===== src/rtl/select_funnel_rr_if.sv =====
// select_funnel_rr_if
//   Bundles the producer-side enqueue ports and the consumer-side dequeue
//   ports of select_funnel_rr.
//   Signals:
//     in__ENA    [NCH]          per-channel enqueue strobe
//     in_v       [NCH*WIDTH]    per-channel enqueue data, channel i at [i*WIDTH +: WIDTH]
//     in__RDY    [NCH]          per-channel not-full
//     out__ENA   [1]            dequeue strobe
//     out_v      [WIDTH]        head word of the granted channel
//     out_rindex [IDXW]         granted channel index, zero-extended
//     out__RDY   [1]            a word is presented
//     occ        [NCH*CW]       per-channel occupancy
//     err        [1]            sticky protocol error
//   Modports: master = producers/consumer side, slave = funnel side.
interface select_funnel_rr_if #(
  parameter int NCH   = 4,
  parameter int DEPTH = 2,
  parameter int WIDTH = 32,
  parameter int IDXW  = 8
);
  localparam int CW = $clog2(DEPTH) + 1;

  logic [NCH-1:0]       in__ENA;
  logic [NCH*WIDTH-1:0] in_v;
  logic [NCH-1:0]       in__RDY;
  logic                 out__ENA;
  logic [WIDTH-1:0]     out_v;
  logic [IDXW-1:0]      out_rindex;
  logic                 out__RDY;
  logic [NCH*CW-1:0]    occ;
  logic                 err;

  modport master (
    output in__ENA, in_v, out__ENA,
    input  in__RDY, out_v, out_rindex, out__RDY, occ, err
  );

  modport slave (
    input  in__ENA, in_v, out__ENA,
    output in__RDY, out_v, out_rindex, out__RDY, occ, err
  );
endinterface


===== src/rtl/select_funnel_rr.sv =====
// select_funnel_rr
//   N-channel buffered funnel. Each channel owns a DEPTH-entry FIFO; one
//   output port drains them, tagging each word with its source channel.
//   MODE 0 = work-conserving round-robin, MODE 1 = fixed priority (lowest
//   index wins). A presented-but-unconsumed word is locked until taken.
//   Ports:
//     CLK   clock, rising edge
//     nRST  asynchronous active-low reset
//     bus   select_funnel_rr_if.slave (enqueue/dequeue handshakes, occ, err)
module select_funnel_rr #(
  parameter int NCH   = 4,
  parameter int DEPTH = 2,
  parameter int WIDTH = 32,
  parameter int IDXW  = 8,
  parameter int MODE  = 0
) (
  input logic               CLK,
  input logic               nRST,
  select_funnel_rr_if.slave bus
);
  localparam int PW  = $clog2(DEPTH);
  localparam int CW  = PW + 1;
  localparam int CHW = $clog2(NCH);

  typedef enum logic {ARB, HOLD} state_t;

  state_t state, state_nxt;

  logic [WIDTH-1:0] mem    [NCH][DEPTH];
  logic [PW-1:0]    rd_ptr [NCH];
  logic [PW-1:0]    wr_ptr [NCH];
  logic [CW-1:0]    cnt    [NCH];

  logic [NCH-1:0]   nonempty;
  logic [NCH-1:0]   full;
  logic [NCH-1:0]   enq;
  logic [NCH-1:0]   deq_vec;
  logic             any_ne;

  logic [CHW-1:0]   rr;
  logic [CHW-1:0]   g;
  logic [CHW-1:0]   cand;
  logic [CHW-1:0]   sel;
  logic             present;
  logic             deq;
  logic             lock_en;
  logic             err_q;

  logic [WIDTH-1:0] head_v;
  logic [WIDTH-1:0] last_v;
  logic [CHW-1:0]   last_idx;

  // ---------------- per-channel status ----------------
  always_comb begin
    nonempty = '0;
    full     = '0;
    enq      = '0;
    deq_vec  = '0;
    for (int unsigned i = 0; i < NCH; i++) begin
      nonempty[i] = (cnt[i] != '0);
      full[i]     = (cnt[i] == CW'(DEPTH));
      enq[i]      = bus.in__ENA[i] & ~full[i];
      deq_vec[i]  = deq & (sel == CHW'(i));
    end
  end

  assign any_ne = |nonempty;

  // ---------------- FIFOs ----------------
  always_ff @(posedge CLK or negedge nRST) begin
    if (!nRST) begin
      for (int unsigned i = 0; i < NCH; i++) begin
        rd_ptr[i] <= '0;
        wr_ptr[i] <= '0;
        cnt[i]    <= '0;
      end
    end else begin
      for (int unsigned i = 0; i < NCH; i++) begin
        if (enq[i])     wr_ptr[i] <= wr_ptr[i] + PW'(1);
        if (deq_vec[i]) rd_ptr[i] <= rd_ptr[i] + PW'(1);
        cnt[i] <= cnt[i] + CW'(enq[i]) - CW'(deq_vec[i]);
      end
    end
  end

  // Storage carries no reset; an empty FIFO never exposes its contents.
  always_ff @(posedge CLK) begin
    for (int unsigned i = 0; i < NCH; i++) begin
      if (enq[i]) mem[i][wr_ptr[i]] <= bus.in_v[i*WIDTH +: WIDTH];
    end
  end

  // ---------------- candidate search ----------------
  // Cyclic scan from a base channel: rr in round-robin mode, 0 in priority
  // mode, so both policies share one first-nonempty search.
  always_comb begin
    logic          found;
    int unsigned   base;
    int unsigned   idx;
    cand  = '0;
    found = 1'b0;
    base  = (MODE == 0) ? 32'(rr) : 0;
    idx   = 0;
    for (int unsigned k = 0; k < NCH; k++) begin
      idx = (base + k) % NCH;
      if (!found && nonempty[idx[CHW-1:0]]) begin
        cand  = idx[CHW-1:0];
        found = 1'b1;
      end
    end
  end

  // ---------------- arbiter FSM ----------------
  always_ff @(posedge CLK or negedge nRST) begin
    if (!nRST) state <= ARB;
    else       state <= state_nxt;
  end

  always_comb begin
    state_nxt = state;
    unique case (state)
      ARB:  if (any_ne && !bus.out__ENA) state_nxt = HOLD;
      HOLD: if (bus.out__ENA)            state_nxt = ARB;
      default: state_nxt = ARB;
    endcase
  end

  always_comb begin
    sel     = (state == HOLD) ? g : cand;
    present = (state == HOLD) || any_ne;
    lock_en = (state == ARB) && any_ne && !bus.out__ENA;
    deq     = present && bus.out__ENA;
  end

  assign head_v = mem[sel][rd_ptr[sel]];

  // ---------------- grant / pointer / error registers ----------------
  always_ff @(posedge CLK or negedge nRST) begin
    if (!nRST) begin
      g        <= '0;
      rr       <= '0;
      last_v   <= '0;
      last_idx <= '0;
      err_q    <= 1'b0;
    end else begin
      if (lock_en) g <= cand;
      if (deq)     rr <= (sel == CHW'(NCH-1)) ? '0 : sel + CHW'(1);
      // Remember the presented word so the outputs hold once all drain.
      if (present) begin
        last_v   <= head_v;
        last_idx <= sel;
      end
      if ((bus.out__ENA && !present) || |(bus.in__ENA & full)) err_q <= 1'b1;
    end
  end

  // ---------------- outputs ----------------
  assign bus.in__RDY    = ~full;
  assign bus.out__RDY   = present;
  assign bus.out_v      = present ? head_v : last_v;
  assign bus.out_rindex = IDXW'(present ? sel : last_idx);
  assign bus.err        = err_q;

  always_comb begin
    bus.occ = '0;
    for (int unsigned i = 0; i < NCH; i++) bus.occ[i*CW +: CW] = cnt[i];
  end
endmodule

===== src/flat_wrapper.sv =====
// flat-port wrapper written by rule: the top's interface ports become plain ports
module select_funnel_rr_flat 
#(
  parameter int NCH   = 4,
  parameter int DEPTH = 2,
  parameter int WIDTH = 32,
  parameter int IDXW  = 8,
  parameter int MODE  = 0
)
  (CLK, nRST, bus_in__ENA, bus_in_v, bus_out__ENA, bus_in__RDY, bus_out_v, bus_out_rindex, bus_out__RDY, bus_occ, bus_err);
  select_funnel_rr_if #(.NCH(NCH), .DEPTH(DEPTH), .WIDTH(WIDTH), .IDXW(IDXW)) bus_i ();
  input logic CLK;
  input logic nRST;
  input wire logic [$bits(bus_i.in__ENA)-1:0] bus_in__ENA;
  input wire logic [$bits(bus_i.in_v)-1:0] bus_in_v;
  input wire logic [$bits(bus_i.out__ENA)-1:0] bus_out__ENA;
  output wire logic [$bits(bus_i.in__RDY)-1:0] bus_in__RDY;
  output wire logic [$bits(bus_i.out_v)-1:0] bus_out_v;
  output wire logic [$bits(bus_i.out_rindex)-1:0] bus_out_rindex;
  output wire logic [$bits(bus_i.out__RDY)-1:0] bus_out__RDY;
  output wire logic [$bits(bus_i.occ)-1:0] bus_occ;
  output wire logic [$bits(bus_i.err)-1:0] bus_err;
  assign bus_i.in__ENA = bus_in__ENA;
  assign bus_i.in_v = bus_in_v;
  assign bus_i.out__ENA = bus_out__ENA;
  assign bus_in__RDY = bus_i.in__RDY;
  assign bus_out_v = bus_i.out_v;
  assign bus_out_rindex = bus_i.out_rindex;
  assign bus_out__RDY = bus_i.out__RDY;
  assign bus_occ = bus_i.occ;
  assign bus_err = bus_i.err;
  select_funnel_rr #(.NCH(NCH), .DEPTH(DEPTH), .WIDTH(WIDTH), .IDXW(IDXW), .MODE(MODE)) u_core (.CLK(CLK), .nRST(nRST), .bus(bus_i));
endmodule

===== config.mk =====
export PLATFORM = sky130hd
export DESIGN_NAME = select_funnel_rr_flat
export DESIGN_NICKNAME = d
export VERILOG_FILES = /design/src/rtl/select_funnel_rr_if.sv /design/src/rtl/select_funnel_rr.sv /design/src/flat_wrapper.sv
export SDC_FILE = /design/constraint.sdc
export NUM_CORES = 1
export LEC_CHECK = 0
export BUFFER_PORTS_ARGS = -buffer_cell sky130_fd_sc_hd__buf_2
export CAP_MARGIN = 20
export CELL_PAD_IN_SITES_DETAIL_PLACEMENT = 0
export CELL_PAD_IN_SITES_GLOBAL_PLACEMENT = 1
export CORE_MARGIN = 2
export CORE_UTILIZATION = 50
export CTS_CLUSTER_SIZE = 12
export DETAILED_ROUTE_END_ITERATION = 8
export MAX_ROUTING_LAYER = met4
export PLACE_DENSITY = 0.8
export SLEW_MARGIN = 10
export SYNTH_ARGS = -nofsm -noshare
export SYNTH_HDL_FRONTEND = slang
export SYNTH_SLANG_ARGS = --single-unit

===== constraint.sdc =====
create_clock -name CLK -period 4 [get_ports CLK]
set_input_delay 0.2 -clock CLK [delete_from_list [all_inputs] [get_ports CLK]]
set_output_delay 0.2 -clock CLK [all_outputs]
set_load 0.005 [all_outputs]

**Word-level counts from Yosys, hierarchy flattened**

Memories as Yosys holds them, arrays and structs flattened.
Index checks and enable logic that the tools add are counted.

- Register bits: 56
- Memory bits (writable): 256
- Input port bits: 135
- Output and inout bits: 54
- Logic and storage cells: 151
- Memories: 1

- $add $sub $neg: 20
- Order comparisons: 14
- Equality and inequality tests: 7
- Muxes and demuxes: 44
- Bitwise gates (word level): 21
- Reductions and logical operators: 26

Memory list:

| memory | depth | width | read ports | clocked after Yosys merged registers in | wr ports | line | RTL |
|---|---|---|---|---|---|---|---|
| u_core.mem | 4 | 64 | 1 | 0 | 4 | select_funnel_rr.sv:29 | `logic [WIDTH-1:0] mem [NCH][DEPTH];` |

Operator list:

| cell | count |
|---|---|
| $mux 32 | 8 |
| $mux 64 | 4 |
| $demux 32 s1 | 4 |
| $mux 1 | 15 |
| $mux 2 | 7 |
| $eq 2x2->1 const B | 6 |
| $logic_and 1x1->1 | 12 |
| $lt 2x3->1 const B | 4 |
| $bmux 1 s2 | 5 |
| $ge 2x2->1 const B | 5 |
| $not 1->2 | 5 |
| $add 1x1->1 const B | 8 |
| $add 2x1->2 | 4 |
| $and 1x1->1 | 8 |
| $lt 2x1->1 const B | 4 |
| $reduce_bool 2->1 | 4 |
| $reduce_or 4->1 | 2 |
| $sub 2x1->2 | 4 |
| $logic_not 1->1 | 5 |
| $not 1->1 | 5 |
| $add 2x1->2 const B | 2 |
| $add 2x2->2 const B | 2 |
| $and 4x4->4 | 1 |
| $not 4->4 | 1 |
| 6 further kinds | 7 |

**Logic depth before layout (Yosys ltp)**

Gate-level depths: netlist of run 1.

- Depth after elaboration: 23
- Depth in mapped cells: 14
- Mapped depth without buffers: 12

**Worst setup path before layout of run 1**

No wires, ideal clock.

- Path type: register to register
- Start: reg u_core.cnt (netlist bit u_core.bus.occ[5])
- End: reg u_core.cnt (netlist bit u_core.bus.occ[7])
- Library setup time: 0.127 ns
- Arrival time: 2.455 ns
- Data required time: 3.873 ns
- Slack: 1.418 ns
- Cell stages (with the launch flop): 14
- Path buffers: 1
- Clock period less this slack: 2.582 ns
- Cell sequence: dfrtp_1 > nor4_2 > nor2_1 > o21a_1 > buf_6 > nor2_4 > inv_1 > ha_1 > and3_1 > ha_1 > inv_1 > ha_1 > xnor2_1 > xnor2_1

- Longest elaborated chain between the ends: 17

RTL lines:

| item | line | RTL |
|---|---|---|
| start, declared | select_funnel_rr.sv:32 | `logic [CW-1:0] cnt [NCH];` |
| start signal, assigned by index | select_funnel_rr.sv:81 | `cnt[i] <= cnt[i] + CW'(enq[i]) - CW'(deq_vec[i]);` |
| $reduce_bool 2->1 (*) | select_funnel_rr.sv:60 | `nonempty[i] = (cnt[i] != '0);` |
| $bmux 1 s2 | select_funnel_rr.sv:106 | `if (!found && nonempty[idx[CHW-1:0]]) begin` |
| $mux 1 (not written as such) | select_funnel_rr.sv:106 |  |
| $mux 1 | select_funnel_rr.sv:106 |  |
| $logic_not 1->1 | select_funnel_rr.sv:106 |  |
| $logic_and 1x1->1 | select_funnel_rr.sv:106 |  |
| $mux 1 | select_funnel_rr.sv:106 |  |
| $logic_not 1->1 | select_funnel_rr.sv:106 |  |
| [2 not listed] | n/a |  |
| $logic_not 1->1 | select_funnel_rr.sv:106 |  |
| $logic_and 1x1->1 | select_funnel_rr.sv:106 |  |
| $mux 2 | select_funnel_rr.sv:106 |  |
| $mux 2 | select_funnel_rr.sv:129 | `sel = (state == HOLD) ? g : cand;` |
| $eq 2x2->1 | select_funnel_rr.sv:63 | `deq_vec[i] = deq & (sel == CHW'(i));` |
| $and 1x1->1 (*) | select_funnel_rr.sv:63 |  |
| named net u_core.deq_vec[3] | select_funnel_rr.sv:37 | `logic [NCH-1:0] deq_vec;` |
| $sub 2x1->2 (*) | select_funnel_rr.sv:81 |  |

Mark *: on every way through the listed nets, which the timed path passes. The rest lies on a longest branch. The select of a mux whose other input is x is not followed.
A chain may end at the register's enable or synchronous reset.

**Final worst setup path of run 1**

- Start: reg u_core.cnt (netlist bit u_core.bus.occ[5])
- End: out bus_out_v[21]

- Longest elaborated chain between the ends: 23

RTL lines:

| item | line | RTL |
|---|---|---|
| $reduce_bool 2->1 (*) | select_funnel_rr.sv:60 |  |
| $bmux 1 s2 | select_funnel_rr.sv:106 |  |
| $mux 1 (not written as such) | select_funnel_rr.sv:106 |  |
| $mux 1 | select_funnel_rr.sv:106 |  |
| $logic_not 1->1 | select_funnel_rr.sv:106 |  |
| $logic_and 1x1->1 | select_funnel_rr.sv:106 |  |
| $mux 1 | select_funnel_rr.sv:106 |  |
| $logic_not 1->1 | select_funnel_rr.sv:106 |  |
| [4 not listed] | n/a |  |
| $mux 2 | select_funnel_rr.sv:106 |  |
| $mux 2 | select_funnel_rr.sv:129 |  |
| $not 2->3 (not written as such) | select_funnel_rr.sv:135 | `assign head_v = mem[sel][rd_ptr[sel]];` |
| $bmux 1 s2 | select_funnel_rr.sv:135 |  |
| $mux 1 (not written as such) (2 in series) | select_funnel_rr.sv:135 |  |
| $not 1->2 (not written as such) | select_funnel_rr.sv:135 |  |
| $mux 32 (not written as such) (3 in series) | select_funnel_rr.sv:135 |  |
| $mux 32 (*) | select_funnel_rr.sv:160 | `assign bus.out_v = present ? head_v : last_v;` |
| end, declared | flat_wrapper.sv:18 | `output wire logic [$bits(bus_i.out_v)-1:0] bus_out_v;` |

Mark *: on every way between the ends. The rest lies on a longest branch, timed or not. The select of a mux whose other input is x is not followed.

==> metrics.md, run 1 <==
| Metric | Value |
|---|---|
| Number of enable flip-flop cells after synthesis | 256 |
| FF+latch count, synth | 312 |
| Pins Over Slew Limit | 0 |
| Total wire length | 32.59 mm |
| Area Growth Syn to Fin | 26.88% |
| Register area | 0.009091 mm^2 |
| Critical Path RT | 3.80 ns |
| HP Class | primary input to flop |
| DRC viols | 0 |
| Fmax | 0.2644 GHz |
| Hold path cells | 3 |
| Post-route ant nets | 0 |
| Largest net degree at the start of global routing | 66 |
| Starting DRT DRC Count | 757 |
| Die height | 164.9 um |
| Total power | 12.35 mW |
| # clock sinks | 312 |
| Combinational Power Share | 38.1% |
| DRT Pass-1 Iters | 5 |
| Net Sw Power | 4.345 mW |
| LEAKAGE | 6.072 nW |
| PostCTS Resize Cnt | 0 |
| R2R cell count | 12 |
| CP Class | flop to primary output |
| Via count | 8,568 |
| Cell Rows | 58 |
| Clk pwr share | 22.0% |
| Setup Skew | 0.01438 ns |
| Crit-path max FO | 34 |
| CTS tree | done |
| Hpwl dp | 20.31 mm |
| VDD IR-drop max | 0.4638 mV |
| First-pass GRT wire length | 48.66 mm |
| Post-synthesis cell type count | 49 |
| Top Ports | 189 |
| Footprint of the multi-input gates | 0.003472 mm^2 |
| Starting Density | 51.12% |
| RSZ-0062 raised after global routing | no |
| Period minus WS final | 3.782 ns |
| Number of hold violations in the final report | 0 |
| TNS Setup | 0 ns |
| Grt total ovfl | 0 |
| Ys flop type | edfxtp_1 |
| Yosys warnings | 0 |
| Syn Inst Count | 847 |
| Clk slew on worst S/H paths | 0.06 ns |
| Tot GR Track Use | 24.43% |
| Slew @ Worst Pin | 0.8021 ns |
| Seq/Total Area, Yosys | 70.20% |
| Setup crit start kind | flop |
| Initial antenna violation count | 0 |
| Power per cell area | 751.6 mW/mm^2 |
| MaxCap Viol Count | 0 |
| Most frequent cells after synthesis | edfxtp_1, nor2b_1, o211ai_1, dfrtp_1, clkbuf_1 |
| Internal power | 8.001 mW |
| Share of post-route cells with drive strength above 1 | 25.11% |
| Area contributors post-synth | edfxtp_1, dfrtp_1, o211ai_1, nor2b_1, mux2_2 |
| Vias per cell | 5.708 |
| Core Area | 0.02533 mm^2 |
| Max clock buf depth | 3 |
| Root Driver | clkbuf_16 |
| Skew-Pair Late Insertion Delay | 0.57 ns |
| Switching part of the total | 35.19% |
| Setup Viol. Count Final | 0 |
| Worst slew margin | 46.53% |
| Antenna cells | 0 |
| Seq pwr share | 39.9% |
| Routed length per instance | 21.71 um |
| Final GP Congestion | 0.9053 |
| Fin crit share | 94.55% |
| Die X | 164.9 um |
| # fillers | 1,827 |
| Full die area | 0.02720 mm^2 |
| Final nets | 1,291 |
| Most instantiated library cell after synthesis | edfxtp_1 |
| Port-buffer cells | 182 |
| CP Capture Type | primary output |
| Post-Syn Area | 0.01295 mm^2 |
| FFs w/ async S/R, synth | 17.95% |
| Status | complete, no violations |
| Worst endpoint data arrival time | 3.58 ns |
| Cell type with the highest aggregate area in the netlist | edfxtp_1 |
| Vias in the first global route | 8,317 |
| H-tree depth | 1 |
| Post-synth top area share | 59.38% |
| Mapped Avg Cell Area | 15.28 um^2 |
| Total CTS buffers | 31 |
[final cells by class]
class	instances	share of cell area (%)
flip-flops and latches	312	55.35
multi-input cells	449	21.14
clock buffers	53	5.538
repair buffers	336	14.84
inverters	17	0.4190
clock inverters	4	0.2057
well taps	330	2.514
[repair_timing]
item	CTS	global route
hold endpoints to repair	281	0
setup buffers	0	0
hold buffers	133	0
[placed cells by master (no fill, tap or decap), types with 2 or more instances in the layout]
| master | instances |
|---|---|
| edfxtp_1 | 256 |
| buf_2 | 182 |
| dlygate4sd3_1 | 133 |
| nor2b_1 | 66 |
| o211ai_1 | 62 |
| dfrtp_1 | 54 |
| mux2_2 | 34 |
| a221oi_1 | 33 |
| o22ai_1 | 32 |
| clkbuf_16 | 32 |
| a22o_1 | 31 |
| o211a_1 | 31 |
| a2111oi_1 | 18 |
| o21ai_1 | 18 |
| clkbuf_1 | 18 |
| buf_4 | 18 |
| o21ai_0 | 17 |
| inv_1 | 15 |
| a2111oi_0 | 14 |
| nand2_1 | 14 |
| xnor2_1 | 12 |
| ha_1 | 9 |
| nor2_1 | 7 |
| nor2_2 | 6 |
| conb_1 | 6 |
| and3_1 | 5 |
| nor3_1 | 5 |
| xor2_1 | 4 |
| nand3_1 | 3 |
| clkbuf_8 | 3 |
| buf_12 | 3 |
| a31oi_1 | 2 |
| and2_1 | 2 |
| o21a_1 | 2 |
| clkinv_2 | 2 |
| dfrtp_2 | 2 |
[stage by stage]
| stage | cells | util [%] | area (um^2) | setup slack [ns] | hold slack, ns |
|---|---|---|---|---|---|
| final | 1501 | 64.86 | 16430 | 0.2181 | 0.02557 |
| after global routing | 1501 | 64.86 | 16430 | 0.004496 | 0.04368 |
| after CTS | 1499 | 64.70 | 16390 | 0.1901 | 0.01896 |
| after detailed placement | 1309 | 55.72 | 14110 | 0.7950 | 0.2095 |
| after global placement | 1309 | 55.72 | 14110 | 0.8042 | 0.2142 |
| after floorplan | 852 | - | 12960 | 1.418 | -0.09559 |
[cells by family after synthesis]
logic type,after synthesis,synth area share (%)
AO/OA/AOI/OAI,270,16.46
XOR/XNOR,16,1.082
adder cells (fa/ha/maj),9,0.8698
buffers and inverters,91,3.276
flip-flops,312,70.20
multiplexers,34,2.957
other,1,0.02897
AND/OR/NAND/NOR,114,5.122
[worst paths after layout]
kind                                            to  slack (ns)          startpoint
worst max-delay path                 bus_out_v[21]        0.22   u_core.bus.occ[5]
worst min-delay path              u_core.wr_ptr[3]        0.03      bus_in__ENA[0]
worst max register to register   u_core.bus.occ[7]        0.81   u_core.bus.occ[3]
worst min register to register  u_core.last_idx[0]        0.50  u_core.last_idx[0]
max in group asynchronous         u_core.rd_ptr[3]        2.94                nRST
min in group asynchronous       u_core.last_idx[0]        0.15                nRST
[worst max-delay path, cell delays in order, from the launching register on]
cell,delay [ns]
dfrtp_1,0.47
nor4_2,0.45
nor2_2,0.05
buf_4,0.25
o21ai_2,0.09
buf_4,0.38
nand4_4,0.51
o211a_1,0.43
a22o_1,0.23
buf_2,0.14
[metal layers]
| metal | GRT usage (%) | wire length, um | part of all wire (%) | up-vias |
|---|---|---|---|---|
| met1 | 36.66 | 15100 | 46 | 4221 |
| met4 | 5.494 | 604 | 1.9 | 0 |
| li1 | - | - | - | 3972 |
| met2 | 35.93 | 14850 | 46 | 329 |
| met5 | - | 0 | 0 | - |
| met3 | 3.265 | 2034 | 6.2 | 46 |
[registers in the layout (all words and copies together), names as in the netlist]
name	count
u_core.rd_ptr	4
u_core.state	1
u_core.mem	256
u_core.g	2
u_core.rr	2
u_core.bus.occ	8
u_core.last_idx	2
u_core.wr_ptr	4
u_core.bus.err	1
u_core.last_v	32
[power by group through the flow]
stage / registers (mW) / logic (mW) / clock network (mW)
detailed placement: 5.09 / 4.45 / 0
global placement: 5.08 / 4.41 / 0
finish: 4.93 / 4.71 / 2.71
global route: 5.00 / 5.15 / 2.89
floorplan: 4.82 / 3.05 / 0
CTS: 5.04 / 4.57 / 2.75
Power figures use the tool's default switching activity.
==> run 2: changes to the inputs <==
--- a/config.mk
+++ b/config.mk
@@ -5,16 +5,17 @@
 export SDC_FILE = /design/constraint.sdc
 export NUM_CORES = 1
 export LEC_CHECK = 0
+export ABC_AREA = 1
 export BUFFER_PORTS_ARGS = -buffer_cell sky130_fd_sc_hd__buf_2
 export CAP_MARGIN = 20
 export CELL_PAD_IN_SITES_DETAIL_PLACEMENT = 0
 export CELL_PAD_IN_SITES_GLOBAL_PLACEMENT = 1
 export CORE_MARGIN = 2
-export CORE_UTILIZATION = 50
+export CORE_UTILIZATION = 48
 export CTS_CLUSTER_SIZE = 12
 export DETAILED_ROUTE_END_ITERATION = 8
 export MAX_ROUTING_LAYER = met4
-export PLACE_DENSITY = 0.8
+export PLACE_DENSITY = 0.82
 export SLEW_MARGIN = 10
 export SYNTH_ARGS = -nofsm -noshare
 export SYNTH_HDL_FRONTEND = slang
==> run 2 against run 1 <==
Effect of this change: utilization fell by 3.4 points; first-iteration DRC count rose by 11%; critical endpoint is now bus_out_v[25]; final cell count rose by 40%; setup slack improved by 0.18 ns; combinational power rose by 53%; total power rose by 23%; synthesized cell count rose by 64%; area after synthesis rose by 7.4%.
==> metrics.md, run 2 <==
| Metric | Value |
|---|---|
| Status | complete, no violations |
| Worst endpoint data arrival time | 3.40 ns (-0.18 ns) |
| Worst slew margin | 33.33% (-13 points) |
| CTS tree | done |
| Cell type with the highest aggregate area in the netlist | edfxtp_1 |
| Starting DRT DRC Count | 844 (+11%) |
| R2R cell count | 16 (+4) |
| Clk slew on worst S/H paths | 0.06 ns (about the same) |
| Post-synthesis cell type count | 30 (-39%) |
| Area after DPL | 0.01514 mm^2 (+7.3%) |
| CP Capture Type | primary output |
| Clk pwr share | 20.6% (-1.4 points) |
| Max clock buf depth | 3 (unchanged) |
| Share of post-route cells with drive strength above 1 | 16.04% (-9.1 points) |
| Final Cell Area | 0.01760 mm^2 (+7.1%) |
| Port-buffer cells | 182 (unchanged) |
| Ordered cell list for the critical path | nor2_1 -> nand2_1 -> nand2_1 -> nand2_1 -> nand2_1 -> nand2_1 -> nand2_1 -> nand2_1 -> nand3_1 -> nand2_1 -> nand2_2 -> buf_4 -> nand3_1 -> nand2_1 -> inv_1 -> nand2_1 -> nand3_1 -> nand2_1 -> buf_2 |
| Via count | 10,539 (+23%) |
| CP most frequent cell | nand2_1 |
| TNS Setup | 0 ns (unchanged) |
| Hold path cells | 4 (+1) |
| Starting Density | 48.58% (-2.5 points) |
| Hpwl dp | 23.74 mm (+17%) |
| Setup slack, reg-to-reg | 1.14 ns (+0.33 ns) |
| Utilization after layout | 61.47% (-3.4 points) |
| Slew @ Worst Pin | 0.9977 ns (+0.1956 ns) |
| Seq/Total Area, Yosys | 65.36% (-4.8 points) |
| Switching part of the total | 42.25% (+7.1 points) |
| First-pass GRT wire length | 58.37 mm (+20%) |
| Root Driver | clkbuf_16 |
| Register area | 0.009089 mm^2 (about the same) |
| Setup Viol. Count Final | 0 (unchanged) |
| Slowest Stage Delay on Critical Path | 0.59 ns (+0.08 ns) |
| Period minus WS final | 3.604 ns (-0.1778 ns) |
| Mapped Avg Cell Area | 10.01 um^2 (-35%) |
| Tot GR Track Use | 26.10% (+1.7 points) |
| Area Growth Syn to Fin | 26.55% |
| Initial antenna violation count | 4 (+4) |
| Number of enable flip-flop cells after synthesis | 256 (unchanged) |
| VDD IR-drop max | 0.5820 mV (+25%) |
| Most frequent cells after synthesis | nand2_1, edfxtp_1, nand3_1, inv_1, dfrtp_1 |
| Syn Inst Count | 1,389 (+64%) |
| FF+latch count, synth | 312 (unchanged) |
| Setup Skew | 0.02623 ns (+0.01186 ns) |
| Post-Syn Area | 0.01390 mm^2 (+7.4%) |
| Hold wc startpoint | bus_in__ENA[3] |
| # clock sinks | 312 (unchanged) |
| Critical Path RT | 3.80 ns (about the same) |
| Yosys warnings | 0 (unchanged) |
| Top Ports | 189 (unchanged) |
| RSZ-0062 raised after global routing | no |
| Total CTS buffers | 35 (+13%) |
| Skew-Pair Late Insertion Delay | 0.52 ns (-0.05 ns) |
| Cell Rows | 62 (+6.9%) |
| Place WS | 0.9590 ns (+0.1641 ns) |
| FFs w/ async S/R, synth | 17.95% (unchanged) |
| Vias in the first global route | 10,531 (+27%) |
| LEAKAGE | 8.072 nW (+33%) |
| Number of hold violations in the final report | 0 (unchanged) |
| Setup crit start kind | flop |
| Total wire length | 38.14 mm (+17%) |
| Seq pwr share | 32.0% (-7.9 points) |
| Routed length per instance | 18.20 um (-16%) |
| Worst reg2reg path endpoint | u_core.bus.occ[7] |
| Net Sw Power | 6.421 mW (+48%) |
| Die X | 174.2 um (+5.6%) |
| Vias per cell | 5.028 (-12%) |
| Worst Hold End | u_core.bus.err |
| Post-synth top area share | 55.29% (-4.1 points) |
| H-tree depth | 2 (+1) |
| Ys flop type | edfxtp_1 |
| Final Non-Filler Cells | 2,096 (+40%) |
| Reg2reg start | u_core.bus.occ[1] |
| Cells after DPL | 1,898 (+45%) |
| Worst Setup SP | u_core.bus.occ[3] |
| # fillers | 2,348 (+29%) |
| PostCTS Resize Cnt | 0 (unchanged) |
| Full die area | 0.03035 mm^2 (+12%) |
| Fin crit share | 90.10% (-4.4 points) |
| Combinational Power Share | 47.4% (+9.3 points) |
| Largest net degree at the start of global routing | 79 (+20%) |
| Most instantiated library cell after synthesis | nand2_1 |
| Fmax | 0.2775 GHz (+4.9%) |
| Setup ws final | 0.3959 ns (+0.1778 ns) |
| MaxCap Viol Count | 0 (unchanged) |
| Crit-path max FO | 64 (+88%) |
| DRC viols | 0 (unchanged) |
| Post-route ant nets | 0 (unchanged) |
| Commonest cells after routing, fill and taps aside | nand2_1, edfxtp_1, nand3_1 |
| Final GP Congestion | 0.8882 (-1.9%) |
| CP Class | flop to primary output |
| Commonest non-fill, non-tap cell in the layout | nand2_1 |
| Die height | 174.2 um (+5.6%) |
| DRT Pass-1 Iters | 7 (+2) |
| Footprint of the multi-input gates | 0.003772 mm^2 (+8.6%) |
| Power per cell area | 863.7 mW/mm^2 (+15%) |
| Internal power | 8.776 mW (+9.7%) |
| Core Area | 0.02863 mm^2 (+13%) |
| CP max-delay cell | buf_4 |
| HP Class | primary input to flop |
| Pins Over Slew Limit | 0 (unchanged) |
| Area contributors post-synth | edfxtp_1, nand2_1, dfrtp_1, nand3_1, inv_1 |
| Grt total ovfl | 0 (unchanged) |
| Final nets | 1,826 (+41%) |
| Largest register FFs | 256 (unchanged) |
[run 2: changes by cell type in the layout (fill, tap and decap cells not counted), moves of 18 or more]
cell | previous run | this run
nand2_1 | 14 | 470
nand3_1 | 3 | 238
o22ai_1 | 32 | 1
a22o_1 | 31 | 0
o211ai_1 | 62 | 0
nand3b_1 | 0 | 33
nor2b_1 | 66 | 0
a2111oi_1 | 18 | 0
mux2_2 | 34 | 1
a221oi_1 | 33 | 0
inv_1 | 15 | 182
o211a_1 | 31 | 0
[run 2: cell type report]
class,count,share of cell area (%)
Antenna cell,4,0.05689
Inverter,187,4.018
Clock buffer,49,5.511
Tap cell,384,2.731
Timing Repair Buffer,331,13.71
Multi-Input combinational cell,815,21.44
Sequential cell,312,51.65
Clock inverter,14,0.8817
[run 2: timing repair]
action / 4_1_cts / 5_1_grt
hold endpoints to repair: 268 / 0
setup buffers: 0 / 0
hold buffers: 130 / 0
[run 2: kinds of logic (layout without fill, tap and decap cells)]
family,count (synthesis),count (layout),synth area share [%]
AOI/OAI and AO/OA,8,8,0.3510
buffers and inverters,267,581,8.270
muxes,1,1,0.08098
xor gates and xnor gates,12,12,0.7559
other,1,10,0.02697
and+or+nand+nor,779,779,24.34
adders and majority gates,9,9,0.8099
DFF,312,312,65.36
[run 2: power by group through the flow]
stage          logic [mW]  clock network (mW)  registers, mW
2_1_floorplan        4.76                   0           4.85
3_3_place_gp         7.01                   0           4.90
3_5_place_dp         7.13                   0           4.92
4_1_cts              7.27                3.18           4.86
5_1_grt              8.14                3.30           4.94
6_report             7.20                3.14           4.86
[run 2: worst max-delay path by stage]
| stage | end | depth (start not counted) |
|---|---|---|
| after global routing | bus_out_v[30] | 20 |
| after CTS | bus_out_v[20] | 19 |
| after global placement | bus_out_v[28] | 19 |
| after floorplan | u_core.bus.occ[7] | 19 |
| after detailed placement | bus_out_v[28] | 19 |
| final | bus_out_v[25] | 19 |
[run 2: metrics by stage]
| stage | hold slack, ns | total power [mW] |
|---|---|---|
| after global routing | 0.1166 | 16.38 |
| after global placement | 0.08242 | 11.90 |
| after detailed placement | 0.08850 | 12.05 |
| after floorplan | -0.09559 | 9.607 |
| after CTS | 0.08998 | 15.30 |
| final | 0.09013 | 15.20 |
[run 2: critical path: cells and delay by family, from the launching register on]
kind | cells | cell delay (ns)
buffers and inverters | 3 | 0.74
flip-flops | 1 | 0.44
AND/OR/NAND/NOR | 16 | 1.61
[run 2: routing by layer]
layer	vias to the layer above	GRT usage, %	part of all wire [%]
met3	69	3.609	5.9
met4	0	9.069	3.5
met1	5017	31.27	40
li1	5092	-	-
met5	-	-	0
met2	361	45.30	51
